**config.mk**
```make
export PLATFORM = sky130hd
export DESIGN_NAME = multi_button_fsm
export DESIGN_NICKNAME = d
export VERILOG_FILES = /design/src/rtl/multi_button_fsm.sv
export SDC_FILE = /design/constraint.sdc
export NUM_CORES = 1
export LEC_CHECK = 0
export CORE_MARGIN = 2
export CORE_UTILIZATION = 58
export CTS_CLUSTER_DIAMETER = 120
export DETAILED_ROUTE_END_ITERATION = 7
export PLACE_DENSITY = 0.81
export SLEW_MARGIN = 20
export SYNTH_ARGS = -nofsm -noshare
export SYNTH_HDL_FRONTEND = slang
export SYNTH_SLANG_ARGS = --single-unit
export TNS_END_PERCENT = 10
```
**constraint.sdc**
```tcl
create_clock -name clk -period 3.5 [get_ports clk]
set_input_delay 0.875 -clock clk [delete_from_list [all_inputs] [get_ports clk]]
set_output_delay 0.875 -clock clk [all_outputs]
set_load 0.01 [all_outputs]
```
**src/rtl/multi_button_fsm.sv**
```systemverilog
// ---------------------------------------------------------------------------
// multi_button_fsm
//   Array of N_CH independent push-button channels. Each channel synchronises
//   its raw button level, debounces it, detects press events and drives a
//   mode-dependent output level, a one-cycle press strobe and a wrapping
//   press counter.
//
// Parameters
//   N_CH      : number of button channels (1..32)
//   DB_CYCLES : consecutive stable cycles needed to accept a new level (1..255)
//   CNT_W     : width of each per-channel press counter (1..16)
//
// Ports
//   clk             : rising-edge clock
//   rst_n           : asynchronous active-low reset
//   button          : raw asynchronous button levels, 1 = pressed
//   mode            : 2 bits per channel, channel i at [2i+1:2i]
//                     00 toggle, 01 momentary, 10 one-shot, 11 latch
//   clr             : synchronous per-channel clear of the output level
//   stateful_button : registered per-channel output level
//   press_pulse     : one-cycle strobe per accepted press
//   press_count     : CNT_W-bit press counter per channel, channel i at
//                     [(i+1)*CNT_W-1:i*CNT_W]
// ---------------------------------------------------------------------------
module multi_button_fsm #(
  parameter int N_CH      = 4,
  parameter int DB_CYCLES = 4,
  parameter int CNT_W     = 8
) (
  input  logic                  clk,
  input  logic                  rst_n,
  input  logic [N_CH-1:0]       button,
  input  logic [2*N_CH-1:0]     mode,
  input  logic [N_CH-1:0]       clr,
  output logic [N_CH-1:0]       stateful_button,
  output logic [N_CH-1:0]       press_pulse,
  output logic [N_CH*CNT_W-1:0] press_count
);

  typedef enum logic [1:0] {
    MODE_TOGGLE    = 2'b00,
    MODE_MOMENTARY = 2'b01,
    MODE_ONESHOT   = 2'b10,
    MODE_LATCH     = 2'b11
  } btn_mode_e;

  // The stability counter only ever needs to reach DB_CYCLES-1: on the edge
  // where it would reach DB_CYCLES the new level is accepted instead.
  localparam logic [7:0] DB_LAST = 8'(DB_CYCLES - 1);

  for (genvar gi = 0; gi < N_CH; gi++) begin : g_ch

    logic       s1_r;
    logic       s2_r;
    logic       db_r;
    logic       db_prev_r;
    logic [7:0] stab_r;
    btn_mode_e  mode_r;
    logic       state_r;
    logic       pulse_r;
    logic [CNT_W-1:0] count_r;

    btn_mode_e  mode_in_s;
    logic       press_s;
    logic       mode_chg_s;
    logic       state_nxt_s;

    // Two-flop synchroniser, stability counter and debounced level
    always_ff @(posedge clk or negedge rst_n) begin
      if (!rst_n) begin
        s1_r      <= 1'b0;
        s2_r      <= 1'b0;
        db_r      <= 1'b0;
        db_prev_r <= 1'b0;
        stab_r    <= 8'd0;
      end else begin
        s1_r      <= button[gi];
        s2_r      <= s1_r;
        db_prev_r <= db_r;
        if (s2_r != db_r) begin
          if (stab_r == DB_LAST) begin
            db_r   <= s2_r;
            stab_r <= 8'd0;
          end else begin
            stab_r <= stab_r + 8'd1;
          end
        end else begin
          stab_r <= 8'd0;
        end
      end
    end

    // Press detection and next output level for the selected mode
    always_comb begin
      mode_in_s   = btn_mode_e'(mode[2*gi +: 2]);
      // db rose on the previous edge: outputs react one edge later
      press_s     = db_r & ~db_prev_r;
      mode_chg_s  = (mode_in_s != mode_r);
      state_nxt_s = state_r;
      if (mode_chg_s) begin
        // A mode switch always restarts the output from 0; a press landing
        // on the same edge still counts but does not drive the level.
        state_nxt_s = 1'b0;
      end else begin
        case (mode_in_s)
          MODE_TOGGLE: begin
            if (clr[gi]) begin
              state_nxt_s = 1'b0;
            end else if (press_s) begin
              state_nxt_s = ~state_r;
            end else begin
              state_nxt_s = state_r;
            end
          end
          MODE_MOMENTARY: state_nxt_s = db_r;
          MODE_ONESHOT:   state_nxt_s = press_s;
          MODE_LATCH: begin
            if (clr[gi]) begin
              state_nxt_s = 1'b0;
            end else if (press_s) begin
              state_nxt_s = 1'b1;
            end else begin
              state_nxt_s = state_r;
            end
          end
          default:        state_nxt_s = 1'b0;
        endcase
      end
    end

    // Registered output state machine: level, strobe, counter, mode shadow
    always_ff @(posedge clk or negedge rst_n) begin
      if (!rst_n) begin
        mode_r  <= MODE_TOGGLE;
        state_r <= 1'b0;
        pulse_r <= 1'b0;
        count_r <= '0;
      end else begin
        mode_r  <= mode_in_s;
        state_r <= state_nxt_s;
        pulse_r <= press_s;
        count_r <= count_r + CNT_W'(press_s);
      end
    end

    assign stateful_button[gi]              = state_r;
    assign press_pulse[gi]                  = pulse_r;
    assign press_count[gi*CNT_W +: CNT_W]   = count_r;
  end

endmodule

```
Word level (Yosys, flattened, before mapping)

Cells that the tools add are included.

Add/subtract/negate cells: 8
Eq/ne operators: 32
Muxes and demuxes: 32
Bitwise logic cells: 12
Reductions and logical operators: 12

Operator list:

| kind                                                 | count |
|---|---|
| 2-to-1 mux 8 bit                                     | 8 |
| adder 8 x 1 -> 8 bit                                 | 4 |
| adder 8 x 1 -> 8 bit (second input constant)         | 4 |
| equality test 8 x 2 -> 1 bit (second input constant) | 4 |
| inequality test 4 bit (second input constant)        | 8 |
| 2-to-1 mux 1 bit                                     | 20 |
| equality test 2 bit (second input constant)          | 8 |
| one-hot mux 1 bit (4 select lines)                   | 4 |
| AND reduction 2 bit                                  | 8 |
| equality test 2 x 1 -> 1 bit (second input constant) | 4 |
| logical NOT 2 bit                                    | 4 |
| inequality test 2 bit                                | 4 |
| NOT 1 bit                                            | 8 |
| bitwise AND 1 bit                                    | 4 |
| inequality test 1 bit                                | 4 |

Register bits after elaboration: 96
Input port bits: 18
Output and inout port bits: 40
Logic and storage cells: 132

Depth between registers and ports, before layout

Gate-level depths: netlist (run 1).

Depth after elaboration: 6
Depth in mapped cells: 6
Mapped depth without buffers: 6

Worst setup path after synthesis (run 1)

Ideal clock, no wire load.

Kind: input -> register
From: in mode[2]
To: reg g_ch[1].state_r
Setup time: 0.065 ns
Arrival: 1.445 ns
Required time: 3.435 ns
Slack: 1.990 ns
Cell stages on the path: 4
Buffers on the path: 0
Path through: nor4b_1 o21ai_0 o311ai_0 o211a_1

Longest elaborated chain between the ends: 3
Elaborated cells between the ends (all ways): 10
Classes of those cells: eq/ne (6); mux (2); reduce/logical (2)

Ends and longest elaborated chain:

| what                                                                        | line | text |
|---|---|---|
| from (decl)                                                                 | 33   | `input logic [2*N_CH-1:0] mode,` |
| equality test 2 bit (tied with other cells)                                 | 105  | `case (mode_in_s)` |
| one-hot mux 1 bit (4 select lines) or inequality test 4 bit (tied branches) | --   |  |
| 2-to-1 mux 1 bit or AND reduction 2 bit (tied branches)                     | --   |  |
| to (signal assigned)                                                        | 140  | `state_r <= state_nxt_s;` |
| to (decl)                                                                   | 59   | `logic state_r;` |

Several ways; a longest one is shown, not always the timed one.
A chain may end at the register's enable or synchronous reset.

Final worst setup path (run 1)

From: reg g_ch[1].count_r[1]
To: out press_count[9]

RTL lines:

| what                   | line | text |
|---|---|---|
| from (decl)            | 61   | `logic [CNT_W-1:0] count_r;` |
| from (signal assigned) | 142  | `count_r <= count_r + CNT_W'(press_s);` |
| to (decl)              | 37   | `output logic [N_CH*CNT_W-1:0] press_count` |

No word-level cell between the ends.

==> impl_metrics.yaml, run 1 <==
setup_path:
  crit_end: "press_count[9]"
  critPathTopFamily: "buffers and inverters"
  crit_type: "reg2out"
  path_depth: 1
  crit_path_max_incr_delay_ns: 0.59
  cp_num_buf_inv: 1
  r2r_cells: 6
  crit_slowest_cell: "clkdlybuf4s50_1"
  rrSetupSlack_ns: 1.85
  required_ns: 2.62
  crit_path_start_kind: "register"
  critPathCaptureType: "primary output"
  startpoint: "g_ch[1].count_r[1]"
  crit_arrival_ns: 1.37
  r2r_end: "g_ch[2].count_r[6]"
  cp_max_fo: 5
  r2r_start: "g_ch[2].db_prev_r"
  worstPathCellList: "clkdlybuf4s50_1"
floorplan:
  chipWidth_um: 87.76
  ios: 58
  die_h_um: 87.76
  core_area_sq_um: 6794
  initial_utilization: 0.5989
  dieArea_sq_um: 7701
  rows: 30
timing:
  clock.fmax_mhz: 444.7
  worst_pin_slew_ns: 0.7400
  skew_ns: 0.009381
  max_slew_margin: 0.5067
  fin_tns_setup_ns: 0
  setup_viol: 0
  rsz0062_at_grt: "no"
  period_needed_ns: 2.249
  finalHoldViolCount: 0
  finalCritPeriodShare: 0.6425
  maxSlewViolCount: 0
drt:
  viasPerCell: 5.239
  wl_mm: 6.959
  vias: 2604
  drc: 0
  post_drt_wl_per_cell_um: 14.00
  dr.pass1.iters: 4
  ant_nets: 0
  drtIter0Drc: 102
cells_and_area:
  layout-drive-gt1-share: 0.06983
  mostFrequentLayoutCells: "dfrtp_1 (96), clkdlybuf4s50_1 (56), xor2_1 (33)"
  fin_area_sq_um: 4923
  final_common_cell: "dfrtp_1"
  antenna_cells: 0
  area_delta_synth_final_pct: 21.00
  finalNetCount: 430
synth:
  synth_flop_cell: "dfrtp_1"
  synth_cell_types: 36
  synthCells: 334
  syn-num-nets: 368
  synth_enable_flop_cells: 0
  async_flop_share: 1.000
  ys_seq_area_frac: 0.5904
  ys_warn_count: 0
  syn_avg_cell_area_sq_um: 12.18
  syn_area_sq_um: 4069
  synth_seq_cells: 96
clock_tree:
  clkTransAtPathRegs_ns: 0.09
  ctsHtreeMaxLevel: 3
  cts.sinks: 96
  cts.path.max_buffers: 2
  numCtsBuffers: 9
  cts.repair.resized: 0
  cts_root_buf: "clkbuf_8"
  tritoncts: "built"
  cts_setup_buffers: 0
  hold_buffers: 0
  clock_latency_ns: 0.36
place:
  postPlaceCellArea_sq_um: 4712
  gp_congestion: 0.8021
  dp_hpwl_mm: 4.811
  io_buffer_count: 57
grt:
  grt_start_max_net_pins: 85
  globalRouteTotalUtil: 0.2032
  grt_pass1_vias: 2654
  antenna_found_initial: 0
  grt_pass1_wl_mm: 12.10
  overflow: 0
pwr:
  power.leakage_nw: 2.277
  total_power_mw: 3.249
  power_density_nw_per_um2: 659.8
  vdd_drop_max_mv: 0.4136
hold_path:
  hp-class: "reg2reg"
job:
  maxCapViolCount: 0
run_status:
  outcome: "completed"
[synthesized netlist by cell type (all sizes together) (4+ instances only)]
master / instances / share of area
xor2: 33 / 0.071
mux2: 4 / 0.012
dfrtp: 96 / 0.59
and3: 15 / 0.024
nor2: 32 / 0.030
nor4b: 5 / 0.017
nand4: 5 / 0.0077
o21ai: 4 / 0.0049
xnor2: 25 / 0.054
nor3: 7 / 0.0086
nand2: 16 / 0.015
buf: 8 / 0.015
nand3: 31 / 0.038
and2b: 4 / 0.0074
ha: 16 / 0.049
and2: 6 / 0.0092
[logic make-up (layout without fill, tap and decap cells)]
family / count (synthesis) / after routing / synth area share
AND/OR/NAND/NOR: 129 / 129 / 0.1707
buffers and inverters: 11 / 78 / 0.01753
adder cells (fa/ha/maj): 16 / 16 / 0.04920
AO/OA/AOI/OAI: 19 / 19 / 0.03291
multiplexers: 5 / 5 / 0.01445
XOR/XNOR: 58 / 58 / 0.1248
flip-flops: 96 / 96 / 0.5904
[where the power goes]
group | total, mW | switching, mW | internal, mW
logic | 0.893 | 0.405 | 0.489
registers | 1.61 | 0.254 | 1.36
clock network | 0.742 | 0.372 | 0.370
total | 3.25 | 1.03 | 2.22
[layer usage]
metal  GRT usage  up-vias  wire length [um]
li1            -     1263                 -
met1      0.2560     1275              3027
met2      0.3368       51              3454
met3     0.05184       15               334
met4     0.08392        0               142
met5           0        -                 0
[registers in the layout, summed over array words and instances, names as in the netlist]
signal          flops
g_ch.count_r       32
g_ch.mode_r         8
g_ch.db_r           4
g_ch.state_r        4
g_ch.db_prev_r      4
g_ch.s1_r           4
g_ch.s2_r           4
g_ch.stab_r        32
g_ch.pulse_r        4
[stage by stage]
step | worst slack [ns] | utilization | hold slack [ns] | cells
floorplan | 1.990 | - | 0.3312 | 334
CTS | 1.240 | 0.7241 | 0.3607 | 497
global placement | 1.391 | 0.6936 | 0.3341 | 481
finish | 1.251 | 0.7247 | 0.3580 | 497
detailed placement | 1.235 | 0.6936 | 0.3365 | 481
global route | 1.190 | 0.7247 | 0.3639 | 497
[area by class of cell]
| class | count | area (sq um) |
|---|---|---|
| sequential | 96 | 2402 |
| inverter | 3 | 11.26 |
| multi-input combinational | 227 | 1595 |
| timing repair buffer | 59 | 586.8 |
| clock buffer | 12 | 155.1 |
| fill | 491 | 1871 |
| tap | 96 | 120.1 |
| clock inverter | 4 | 52.55 |
[worst min-delay path by stage]
stage	cells after the start	slack, ns	to	start
2_1_floorplan	0	0.33	g_ch[0].s2_r	g_ch[0].s1_r
3_3_place_gp	0	0.33	g_ch[3].s2_r	g_ch[3].s1_r
3_5_place_dp	0	0.34	g_ch[1].s2_r	g_ch[1].s1_r
4_1_cts	0	0.36	g_ch[0].s2_r	g_ch[0].s1_r
5_1_grt	0	0.36	g_ch[0].s2_r	g_ch[0].s1_r
6_report	0	0.36	g_ch[2].s2_r	g_ch[2].s1_r
(Power assumes the default switching activity.)
==> run 2: changes to the inputs <==
--- a/config.mk
+++ b/config.mk
@@ -6,10 +6,10 @@
 export NUM_CORES = 1
 export LEC_CHECK = 0
 export CORE_MARGIN = 2
-export CORE_UTILIZATION = 58
+export CORE_UTILIZATION = 49
 export CTS_CLUSTER_DIAMETER = 120
 export DETAILED_ROUTE_END_ITERATION = 7
-export PLACE_DENSITY = 0.81
+export PLACE_DENSITY = 0.73
 export SLEW_MARGIN = 20
 export SYNTH_ARGS = -nofsm -noshare
 export SYNTH_HDL_FRONTEND = slang
==> constraint.sdc (replaced) <==
create_clock -name clk -period 1.9 [get_ports clk]
set_input_delay 0.475 -clock clk [delete_from_list [all_inputs] [get_ports clk]]
set_output_delay 0.475 -clock clk [all_outputs]
set_load 0.01 [all_outputs]
==> run 2 against run 1 <==
  * Sequential share of layout area is 0.37 points lower
  * Clock skew is 0.0016 ns higher
  * Die area is 18% higher
  * Clock power is 82% higher
  * Flip-flop and latch count stayed put
  * Worst setup slack worse by 1.2 ns
  * Power is 84% higher
  * Global-route usage is 3.8 points lower
  * Non-clock buffer count is 1 higher
  * Hold slack worse by 0.27 ns
  * Sequential power is 85% higher
  * Routed wire length is 5.6% lower
  * Critical endpoint is now press_count[18]
  * Largest cell class unchanged
  * Largest power group unchanged
==> impl_metrics.yaml, run 2 (same netlist as run 1, synthesis figures left out) <==
drt:
  dr.pass1.iters: 4
  wl_mm: 6.570
  post_drt_wl_per_cell_um: 12.96
  drc: 0
  drtIter0Drc: 52
  ant_nets: 0
  vias: 2590
  viasPerCell: 5.108
setup_path:
  worstPathCellList: "clkdlybuf4s50_1"
  required_ns: 1.42
  crit_arrival_ns: 1.35
  cp_num_buf_inv: 1
  critPathTopFamily: "buffers and inverters"
  crit_type: "reg2out"
  crit_path_start_kind: "register"
  crit_slowest_cell: "clkdlybuf4s50_1"
  r2r_cells: 6
  rrSetupSlack_ns: 0.29
  r2r_end: "g_ch[3].count_r[7]"
  crit_path_max_incr_delay_ns: 0.57
  critPathCaptureType: "primary output"
  cp_max_fo: 5
  r2r_start: "g_ch[3].db_r"
clock_tree:
  cts.path.max_buffers: 2
  tritoncts: "built"
  clkTransAtPathRegs_ns: 0.10
  numCtsBuffers: 9
  cts.repair.resized: 0
  cts_root_buf: "clkbuf_8"
  clock_latency_ns: 0.36
  ctsHtreeMaxLevel: 3
  cts_setup_buffers: 0
  cts.sinks: 96
  hold_buffers: 0
timing:
  max_slew_margin: 0.7595
  worst_pin_slew_ns: 0.3563
  maxSlewViolCount: 0
  finalHoldViolCount: 0
  fin_tns_setup_ns: 0
  layout_setup_ws_ns: 0.07651
  holdWs_ns: 0.08502
  period_needed_ns: 1.823
  rsz0062_at_grt: "no"
  finalCritPeriodShare: 0.9597
  clock.fmax_mhz: 548.4
  skew_ns: 0.01094
  setup_viol: 0
place:
  postPlaceCellArea_sq_um: 4756
  dp_slack_ns: 0.09485
  placed_cells: 491
  gp_congestion: 0.8615
  dp_hpwl_mm: 4.732
  io_buffer_count: 57
grt:
  antenna_found_initial: 0
  overflow: 0
  grt_pass1_wl_mm: 11.60
  grt_pass1_vias: 2639
  globalRouteTotalUtil: 0.1653
  grt_start_max_net_pins: 52
cells_and_area:
  top_regs: "g_ch.count_r x32, g_ch.stab_r x32, g_ch.mode_r x8"
  antenna_cells: 0
  final_common_cell: "dfrtp_1"
  mostFrequentLayoutCells: "dfrtp_1 (94), clkdlybuf4s50_1 (54), xor2_1 (33)"
  area_delta_synth_final_pct: 22.05
  seq_area_sq_um: 2405
  fin_area_sq_um: 4966
  multi_input_area_sq_um: 1595
  final_core_util: 0.6105
  finalNetCount: 431
  n_fill_cell: 665
  final_cells: 507
  layout-drive-gt1-share: 0.07960
hold_path:
  hp-class: "in2async"
floorplan:
  die_h_um: 95.13
  initial_utilization: 0.5002
  core_area_sq_um: 8134
  rows: 33
  dieArea_sq_um: 9049
  chipWidth_um: 95.13
  ios: 58
pwr:
  power_density_nw_per_um2: 1202
  power.leakage_nw: 2.318
  vdd_drop_max_mv: 0.5972
  total_power_mw: 5.968
job:
  maxCapViolCount: 0
run_status:
  outcome: "completed"
-- run 2: final cells by class --
cell class | instances | area share
Multi-Input combinational cell | 227 | 0.3212
Sequential cell | 96 | 0.4843
Clock inverter | 6 | 0.01310
Inverter | 3 | 0.002268
Tap cell | 105 | 0.02646
Clock buffer | 10 | 0.02771
Timing Repair Buffer | 60 | 0.1250
-- run 2: where the power goes --
group | switching [mW] | internal, mW | leakage, nW
Clock | 0.705 | 0.649 | 0.103
Combinational | 0.726 | 0.912 | 0.979
Sequential | 0.467 | 2.51 | 1.24
-- run 2: routing by layer --
| layer | up-vias | global-route usage | routed length, um |
|---|---|---|---|
| li1 | 1267 | - | - |
| met1 | 1266 | 0.2093 | 3005 |
| met2 | 47 | 0.2647 | 3145 |
| met3 | 10 | 0.05375 | 301 |
| met4 | 0 | 0.06401 | 118 |
| met5 | - | 0 | 0 |
-- run 2: worst max path at each step --
stage                             from                  to  slack, ns  cells after the start
floorplan            g_ch[3].db_prev_r  g_ch[3].count_r[7]       0.39                      6
global placement               mode[3]     g_ch[1].state_r       0.20                      5
detailed placement             mode[3]     g_ch[1].state_r       0.09                      5
CTS                 g_ch[1].count_r[1]      press_count[9]       0.02                      1
global route        g_ch[1].count_r[4]     press_count[12]    0.00006                      1
finish              g_ch[2].count_r[2]     press_count[18]       0.08                      1
